`config.mk`:
```
export PLATFORM = sky130hd
export DESIGN_NAME = pipe_stage_skid
export DESIGN_NICKNAME = d
export VERILOG_FILES = /design/src/rtl/pipe_stage_skid.sv
export SDC_FILE = /design/constraint.sdc
export NUM_CORES = 1
export LEC_CHECK = 0
export ABC_AREA = 1
export CAP_MARGIN = 10
export CORE_MARGIN = 8
export CORE_UTILIZATION = 40
export DETAILED_ROUTE_END_ITERATION = 12
export PLACE_DENSITY = 0.69
export SLEW_MARGIN = 20
export SYNTH_ARGS = -nofsm -noshare
export SYNTH_HDL_FRONTEND = slang
export SYNTH_SLANG_ARGS = --single-unit
export TNS_END_PERCENT = 10
```
`constraint.sdc`:
```
create_clock -name clk -period 24.6 [get_ports clk]
set_input_delay 3.69 -clock clk [delete_from_list [all_inputs] [get_ports clk]]
set_output_delay 3.69 -clock clk [all_outputs]
set_load 0.01 [all_outputs]
```
`src/rtl/pipe_stage_skid.sv`:
```
// pipe_stage_skid
//   Ready/valid pipeline stage register with a two-entry skid buffer, a
//   synchronous flush that inserts a bubble, and a saturating stall counter.
//   Control and data payloads are kept apart so a bubble zeroes only control.
//
// Ports
//   clk        : clock, rising edge
//   rst        : asynchronous active-high reset
//   in_valid   : upstream word present
//   in_ready   : stage can accept a word (straight from a flop)
//   in_ctrl    : upstream control field  [CTRL_W]
//   in_data    : upstream data field     [DATA_W]
//   out_valid  : output word present
//   out_ready  : downstream accepts the word
//   out_ctrl   : control field, zero whenever out_valid=0
//   out_data   : data field, holds last value when empty
//   flush      : synchronous kill of all held words
//   stall_cnt  : saturating count of cycles with out_valid && !out_ready
module pipe_stage_skid #(
  parameter int unsigned CTRL_W = 19,
  parameter int unsigned DATA_W = 180,
  parameter int unsigned CNT_W  = 16
) (
  input  logic              clk,
  input  logic              rst,
  input  logic              in_valid,
  output logic              in_ready,
  input  logic [CTRL_W-1:0] in_ctrl,
  input  logic [DATA_W-1:0] in_data,
  output logic              out_valid,
  input  logic              out_ready,
  output logic [CTRL_W-1:0] out_ctrl,
  output logic [DATA_W-1:0] out_data,
  input  logic              flush,
  output logic [CNT_W-1:0]  stall_cnt
);

  typedef enum logic [1:0] {
    EMPTY = 2'd0,
    ONE   = 2'd1,
    FULL  = 2'd2
  } state_t;

  state_t              r_state;
  logic                r_m_valid;
  logic [CTRL_W-1:0]   r_m_ctrl;
  logic [DATA_W-1:0]   r_m_data;
  logic                r_s_valid;
  logic [CTRL_W-1:0]   r_s_ctrl;
  logic [DATA_W-1:0]   r_s_data;
  logic                r_in_ready;
  logic [CNT_W-1:0]    r_stall;

  logic                w_accept;
  logic                w_drain;
  logic                w_stalled;

  assign w_accept  = in_valid && r_in_ready;
  assign w_drain   = r_m_valid && out_ready;
  assign w_stalled = r_m_valid && !out_ready;

  assign in_ready  = r_in_ready;
  assign out_valid = r_m_valid;
  // Bubbles must never issue writes downstream.
  assign out_ctrl  = r_m_valid ? r_m_ctrl : '0;
  assign out_data  = r_m_data;
  assign stall_cnt = r_stall;

  always_ff @(posedge clk or posedge rst) begin
    if (rst) begin
      r_state    <= EMPTY;
      r_m_valid  <= 1'b0;
      r_m_ctrl   <= '0;
      r_m_data   <= '0;
      r_s_valid  <= 1'b0;
      r_s_ctrl   <= '0;
      r_s_data   <= '0;
      r_in_ready <= 1'b1;
      r_stall    <= '0;
    end else begin
      // Stall counting is independent of flush; saturates instead of wrapping.
      if (w_stalled && (r_stall != '1)) begin
        r_stall <= r_stall + 1'b1;
      end

      if (flush) begin
        // Data registers are deliberately left untouched.
        r_state    <= EMPTY;
        r_m_valid  <= 1'b0;
        r_s_valid  <= 1'b0;
        r_in_ready <= 1'b1;
      end else begin
        case (r_state)
          EMPTY: begin
            if (w_accept) begin
              r_m_ctrl  <= in_ctrl;
              r_m_data  <= in_data;
              r_m_valid <= 1'b1;
              r_state   <= ONE;
            end
          end
          ONE: begin
            if (w_accept && w_drain) begin
              r_m_ctrl <= in_ctrl;
              r_m_data <= in_data;
            end else if (w_accept) begin
              // Downstream blocked: park the new word in the skid entry.
              r_s_ctrl   <= in_ctrl;
              r_s_data   <= in_data;
              r_s_valid  <= 1'b1;
              r_in_ready <= 1'b0;
              r_state    <= FULL;
            end else if (w_drain) begin
              r_m_valid <= 1'b0;
              r_state   <= EMPTY;
            end
          end
          FULL: begin
            if (w_drain) begin
              r_m_ctrl   <= r_s_ctrl;
              r_m_data   <= r_s_data;
              r_s_valid  <= 1'b0;
              r_in_ready <= 1'b1;
              r_state    <= ONE;
            end
          end
          default: begin
            r_state    <= EMPTY;
            r_m_valid  <= 1'b0;
            r_s_valid  <= 1'b0;
            r_in_ready <= 1'b1;
          end
        endcase
      end
    end
  end

endmodule

```
==> flow_summary.json, run 1 <==
{
  "status": "finished clean",
  "cp.depth": 7,
  "critPathMaxStageDelay_ns": 0.83,
  "final_nets": 2695,
  "critPathLaunchType": "input pin",
  "worstPathRequired_ns": 24.97,
  "drc": 0,
  "final_common_cell": "nand2_1",
  "fillCellCount": 4113,
  "leakagePower_uw": 0.0119,
  "grt_first_pass_wirelength_um": 80000,
  "cp_common_cell": "buf_4",
  "period_minus_slack_ns": 6.82,
  "ant_nets": 0,
  "cp_top_family": "buffers and inverters",
  "synth_seq_area_share": 0.577,
  "antenna_found_initial": 2,
  "finalNonFillerCells": 3128,
  "synth.distinct_cells": 26,
  "place.port_buffers": 420,
  "drt_iter0_drc": 1330,
  "grtUsageTotal": 0.183,
  "grtUsageMet2": 0.287,
  "startpoint": "out_ready",
  "cp_slowest_cell": "buf_4",
  "worstPathCellList": "clkdlybuf4s50_1, nand2_1, nand4_1, buf_4, buf_4, buf_4, o21ai_0",
  "cts.path.max_buffers": 3,
  "max-cap-violations": 0,
  "slew_violations": 0,
  "final_cell_mix": "692 x nand2_1, 420 x clkdlybuf4s50_1, 416 x dfrtp_1",
  "cp.arrival_ns": 7.19,
  "std_cell_rows": 78,
  "r2r-end": "r_s_data[143]$_DFFE_PP0P_",
  "ctsHoldBuffers": 0,
  "setup_tns_ns": 0,
  "worstSetupPathType": "input pin to flip-flop",
  "p_per_area_mw_per_mm2": 120,
  "ioPinCount": 421,
  "hold_path_class": "flip-flop to flip-flop",
  "synthCells": 2146,
  "initial_utilization": 0.402,
  "max_slew_margin": 0.217,
  "core_area_mm2": 0.0451,
  "synth_area_per_cell_um2": 8.45,
  "viasPerCell": 4.85,
  "cp-endpoint": "r_s_data[143]$_DFFE_PP0P_",
  "grt_pass1_vias": 14800,
  "htreeDepth": 2,
  "tightest_slew_ns": 1.17,
  "hold_viol": 0,
  "clock_sinks": 418,
  "r2r_cells": 6,
  "postCtsSetupRepairBufs": 0,
  "finalWeightedCongestion": 0.814,
  "fp.dieH_um": 229,
  "wl_per_cell_um": 15.7,
  "rsz0062_at_grt": "false",
  "cp_max_fo": 115,
  "first_pass_iters": 7,
  "cp-end-kind": "flip-flop",
  "clk_pin_slew_ns": 0.06,
  "fin_crit_sh": 0.277,
  "fmax_ghz": 0.147,
  "reg2reg_slack_ns": 20.60,
  "syn2layout_area_growth_pct": 32.5,
  "r2r-start": "out_valid$_DFFE_PP0P_",
  "cp_num_buf_inv": 4,
  "netlist_area_mm2": 0.0181,
  "use_met1": 0.248,
  "grt_max_degree": 229,
  "fin_worst_skew_ns": 0.00926,
  "synth_seq_cells": 418,
  "syn-num-nets": 2351,
  "numCtsBuffers": 45,
  "die_area_mm2": 0.0524,
  "grt_overflow": 0,
  "busiest_layer": "met2",
  "hpwlAfterDp_um": 33100,
  "dp_cells": 3043,
  "ir_worst_vdd_v": 0.0000690,
  "grtUsageMet3": 0.0462,
  "routed_wl_um": 49100,
  "clock_latency_ns": 0.55,
  "layout-drive-gt1-share": 0.0455,
  "yosys_warnings": 0,
  "cts_resized": 0,
  "vias": 15200,
  "cts-root-buf": "clkbuf_16",
  "cts_tree": "yes",
  "die_x_um": 229,
  "setup_violations": 0
}
==> how the worst min path moves through the flow <==
stage	from	endpoint	slack, ns	depth (start not counted)
after floorplan	r_s_ctrl[0]$_DFFE_PP0P_	r_s_ctrl[0]$_DFFE_PP0P_	0.45	2
after global placement	r_s_data[174]$_DFFE_PP0P_	r_s_data[174]$_DFFE_PP0P_	0.46	2
after detailed placement	r_s_data[152]$_DFFE_PP0P_	r_s_data[152]$_DFFE_PP0P_	0.47	2
after CTS	r_s_data[169]$_DFFE_PP0P_	r_s_data[169]$_DFFE_PP0P_	0.48	2
after global routing	r_s_data[27]$_DFFE_PP0P_	r_s_data[27]$_DFFE_PP0P_	0.49	2
final	r_s_data[96]$_DFFE_PP0P_	r_s_data[96]$_DFFE_PP0P_	0.48	2
==> registers in the layout, summed over array words and instances, names as in the netlist <==
signal and cells:
r_s_ctrl 19, out_valid 1, in_ready 1, r_s_data 180, out_data 180, r_m_ctrl 19
r_state 2, stall_cnt 16
==> Yosys cell counts, drive strengths merged <==
master / count / share of area
a21boi: 1 / 0.00041
a21oi: 1 / 0.00028
buf: 71 / 0.029
clkbuf: 65 / 0.013
dfrtp: 417 / 0.58
dfstp: 1 / 0.0014
ha: 1 / 0.00069
inv: 238 / 0.049
nand2: 694 / 0.14
nand3: 9 / 0.0028
nand4: 6 / 0.0021
nor2: 22 / 0.0047
o21a: 1 / 0.00041
o21ai: 609 / 0.17
o22ai: 1 / 0.00035
o31ai: 1 / 0.00041
or2: 1 / 0.00035
xnor2: 7 / 0.0034
==> worst register-to-register path: stages (launching register included) <==
cell,delay [ns]
dfrtp_2,0.75
nand2_1,0.27
nand4_1,0.17
buf_4,0.81
buf_4,0.68
buf_4,0.87
o21ai_0,0.27
==> final cells by class <==
class                           count  area [um2]  area share
Sequential cell                   418       10500       0.435
Clock inverter                     15         206     0.00859
Clock buffer                       69        1360      0.0565
Timing Repair Buffer              433        4320       0.180
Tap cell                          600         751      0.0312
Inverter                          238         901      0.0375
Multi-Input combinational cell   1354        6030       0.251
Antenna cell                        1        2.50    0.000104
==> through the flow <==
stage               setup WS [ns]  area [um2]  hold WS, ns  power (uW)   util
floorplan                    9.28       18100        0.448        1710      -
global placement            17.36       22500        0.461        2160  0.498
detailed placement          17.28       22500        0.468        2200  0.498
CTS                         17.79       24000        0.482        2920  0.533
global route                17.47       24000        0.493        3090  0.533
finish                      17.78       24000        0.477        2890  0.533
==> where the power goes <==
group | switching (uW) | total (uW) | internal, uW | leakage (uW)
registers | 197 | 1210 | 1020 | 0.00522
logic | 496 | 967 | 472 | 0.00588
clock network | 275 | 708 | 433 | 0.000772
total | 968 | 2890 | 1920 | 0.0119
==> per-layer routing <==
layer | wire length, um | share of wire | vias to the layer above
met5 | 20 | 0.00041 | -
met4 | 1080 | 0.022 | 2
met3 | 3380 | 0.069 | 65
met2 | 22500 | 0.46 | 446
met1 | 22200 | 0.45 | 7144
li1 | - | - | 7503
==> cells by family after synthesis <==
logic type,Yosys count,share of synthesized area
AND/OR/NAND/NOR,732,0.153
AO/OA/AOI/OAI,614,0.174
flip-flops,418,0.577
buffers and inverters,374,0.0915
XOR/XNOR,7,0.00338
adder cells (fa/ha/maj),1,0.000690
(Power assumes the default switching activity.)
==> run 2: changes to the inputs <==
==> constraint.sdc (replaced) <==
create_clock -name clk -period 6.5 [get_ports clk]
set_input_delay 0.975 -clock clk [delete_from_list [all_inputs] [get_ports clk]]
set_output_delay 0.975 -clock clk [all_outputs]
set_load 0.01 [all_outputs]
==> run 2 against run 1 <==
Net effect: clock power increased to 3.8 times the previous value; non-clock buffer count fell by 2; clock-buffer cell count down 1; sequential share of layout area decreased by 0.17 points; first-iteration DRC count down 11%; sequential cell count is the same; cell area increased by 0.37%; wire length is 1.2% higher; combinational power increased to 3.8 times the previous value; worst hold slack improved by 0.00091 ns.
==> flow_summary.json, run 2 (synthesis gave the netlist of run 1 again) <==
{
  "ioPinCount": 421,
  "multi_input_area_mm2": 0.00603,
  "cp.arrival_ns": 2.13,
  "routed_wl_um": 49700,
  "final_common_cell": "nand2_1",
  "drt_iter0_drc": 1183,
  "cts.path.max_buffers": 3,
  "dp_cells": 3041,
  "cp-end-kind": "primary output",
  "setup_violations": 0,
  "worstPathRequired_ns": 5.52,
  "slew_violations": 0,
  "max-cap-violations": 0,
  "regArea_mm2": 0.0105,
  "fin_worst_skew_ns": 0.0171,
  "viasPerCell": 4.85,
  "period_minus_slack_ns": 3.11,
  "worstSetupPathType": "flip-flop to primary output",
  "grt_pass1_vias": 15000,
  "clk_pin_slew_ns": 0.06,
  "final_cell_mix": "692 x nand2_1, 420 x clkdlybuf4s50_1, 417 x dfrtp_1",
  "drc": 0,
  "total_power_uw": 11000,
  "ctsHoldBuffers": 0,
  "max_slew_margin": 0.289,
  "tightest_slew_ns": 1.07,
  "fp.dieH_um": 229,
  "status": "finished clean",
  "grt_overflow": 0,
  "clock_sinks": 418,
  "fin_crit_sh": 0.478,
  "ir_worst_vdd_v": 0.000228,
  "syn2layout_area_growth_pct": 33.0,
  "core_area_mm2": 0.0451,
  "die_area_mm2": 0.0524,
  "clock_latency_ns": 0.56,
  "vias": 15200,
  "numCtsBuffers": 46,
  "cts_resized": 0,
  "antenna_found_initial": 6,
  "grt_first_pass_wirelength_um": 80900,
  "ant_nets": 0,
  "postCtsSetupRepairBufs": 0,
  "initial_utilization": 0.402,
  "hold_viol": 0,
  "std_cell_rows": 78,
  "layout-drive-gt1-share": 0.0455,
  "die_x_um": 229,
  "wl_per_cell_um": 15.9,
  "grt_max_degree": 233,
  "place.port_buffers": 420,
  "cts-root-buf": "clkbuf_16",
  "fillCellCount": 4156,
  "first_pass_iters": 5,
  "finalWeightedCongestion": 0.838,
  "p_per_area_mw_per_mm2": 456,
  "final_nets": 2694,
  "fin_ws_ns": 3.39,
  "grtUsageTotal": 0.185,
  "cts_tree": "yes",
  "finalNonFillerCells": 3129,
  "hold_path_class": "flip-flop to flip-flop",
  "fmax_ghz": 0.322,
  "preCtsSetupSlack_ns": 3.16,
  "hpwlAfterDp_um": 32800,
  "leakagePower_uw": 0.0119,
  "rsz0062_at_grt": "false",
  "critPathLaunchType": "flip-flop",
  "cp_max_fo": 19,
  "htreeDepth": 2
}
## run 2: cell types whose count changed in the layout (fill, tap and decap cells not counted), sizes merged
cell and change:
buf -2, diode +3, clkbuf -1, inv +1
## run 2: final timing paths
check | slack (ns) | to | start | depth (start not counted)
worst max-delay path | 3.39 | out_ctrl[3] | out_valid$_DFFE_PP0P_ | 4
worst min-delay path | 0.48 | r_s_data[173]$_DFFE_PP0P_ | r_s_data[173]$_DFFE_PP0P_ | 2
worst max register to register | 4.08 | r_m_ctrl[2]$_DFFE_PP0P_ | r_state[0]$_DFFE_PP0P_ | 5
worst min register to register | 0.48 | r_s_data[173]$_DFFE_PP0P_ | r_s_data[173]$_DFFE_PP0P_ | 2
max in group asynchronous | 3.87 | out_data[167]$_DFFE_PP0P_ | rst | 4
min in group asynchronous | 0.97 | out_data[62]$_DFFE_PP0P_ | rst | 2
## run 2: layer usage
metal / wire (um) / global-route usage / vias to the layer above / part of all wire
li1: - / - / 7493 / -
met4: 1460 / 0.0695 / 4 / 0.029
met5: 27 / 0 / - / 0.00054
met2: 22800 / 0.294 / 451 / 0.46
met3: 3220 / 0.0474 / 88 / 0.065
met1: 22100 / 0.242 / 7128 / 0.45
## run 2: per-stage QoR
step           cell area, um2  utilization  setup TNS, ns  hold slack (ns)
2_1_floorplan           18100            -         -46.59            0.448
3_3_place_gp            22500        0.499              0            0.460
3_5_place_dp            22500        0.499              0            0.468
4_1_cts                 24100        0.535              0            0.482
5_1_grt                 24100        0.535              0            0.495
6_report                24100        0.535              0            0.478
## run 2: critical path, stage by stage (launching register included)
cell and delay, ns:
dfrtp_1 0.39, buf_4 0.36, nand2_1 0.18, inv_1 0.10, clkdlybuf4s50_1 0.54
## run 2: power by group
| group | total, uW | switching [uW] | internal [uW] | leakage, uW |
|---|---|---|---|---|
| logic | 3720 | 1930 | 1790 | 0.00590 |
| registers | 4550 | 707 | 3850 | 0.00523 |
| clock network | 2720 | 1050 | 1670 | 0.000795 |
| total | 11000 | 3690 | 7310 | 0.0119 |
## run 2: layout make-up
cell class                 instances  share of cell area
sequential                       418               0.434
multi-input combinational       1354               0.250
timing repair buffer             431               0.181
clock buffer                      68              0.0570
inverter                         238              0.0372
tap                              600              0.0311
clock inverter                    16             0.00918
antenna                            4            0.000415
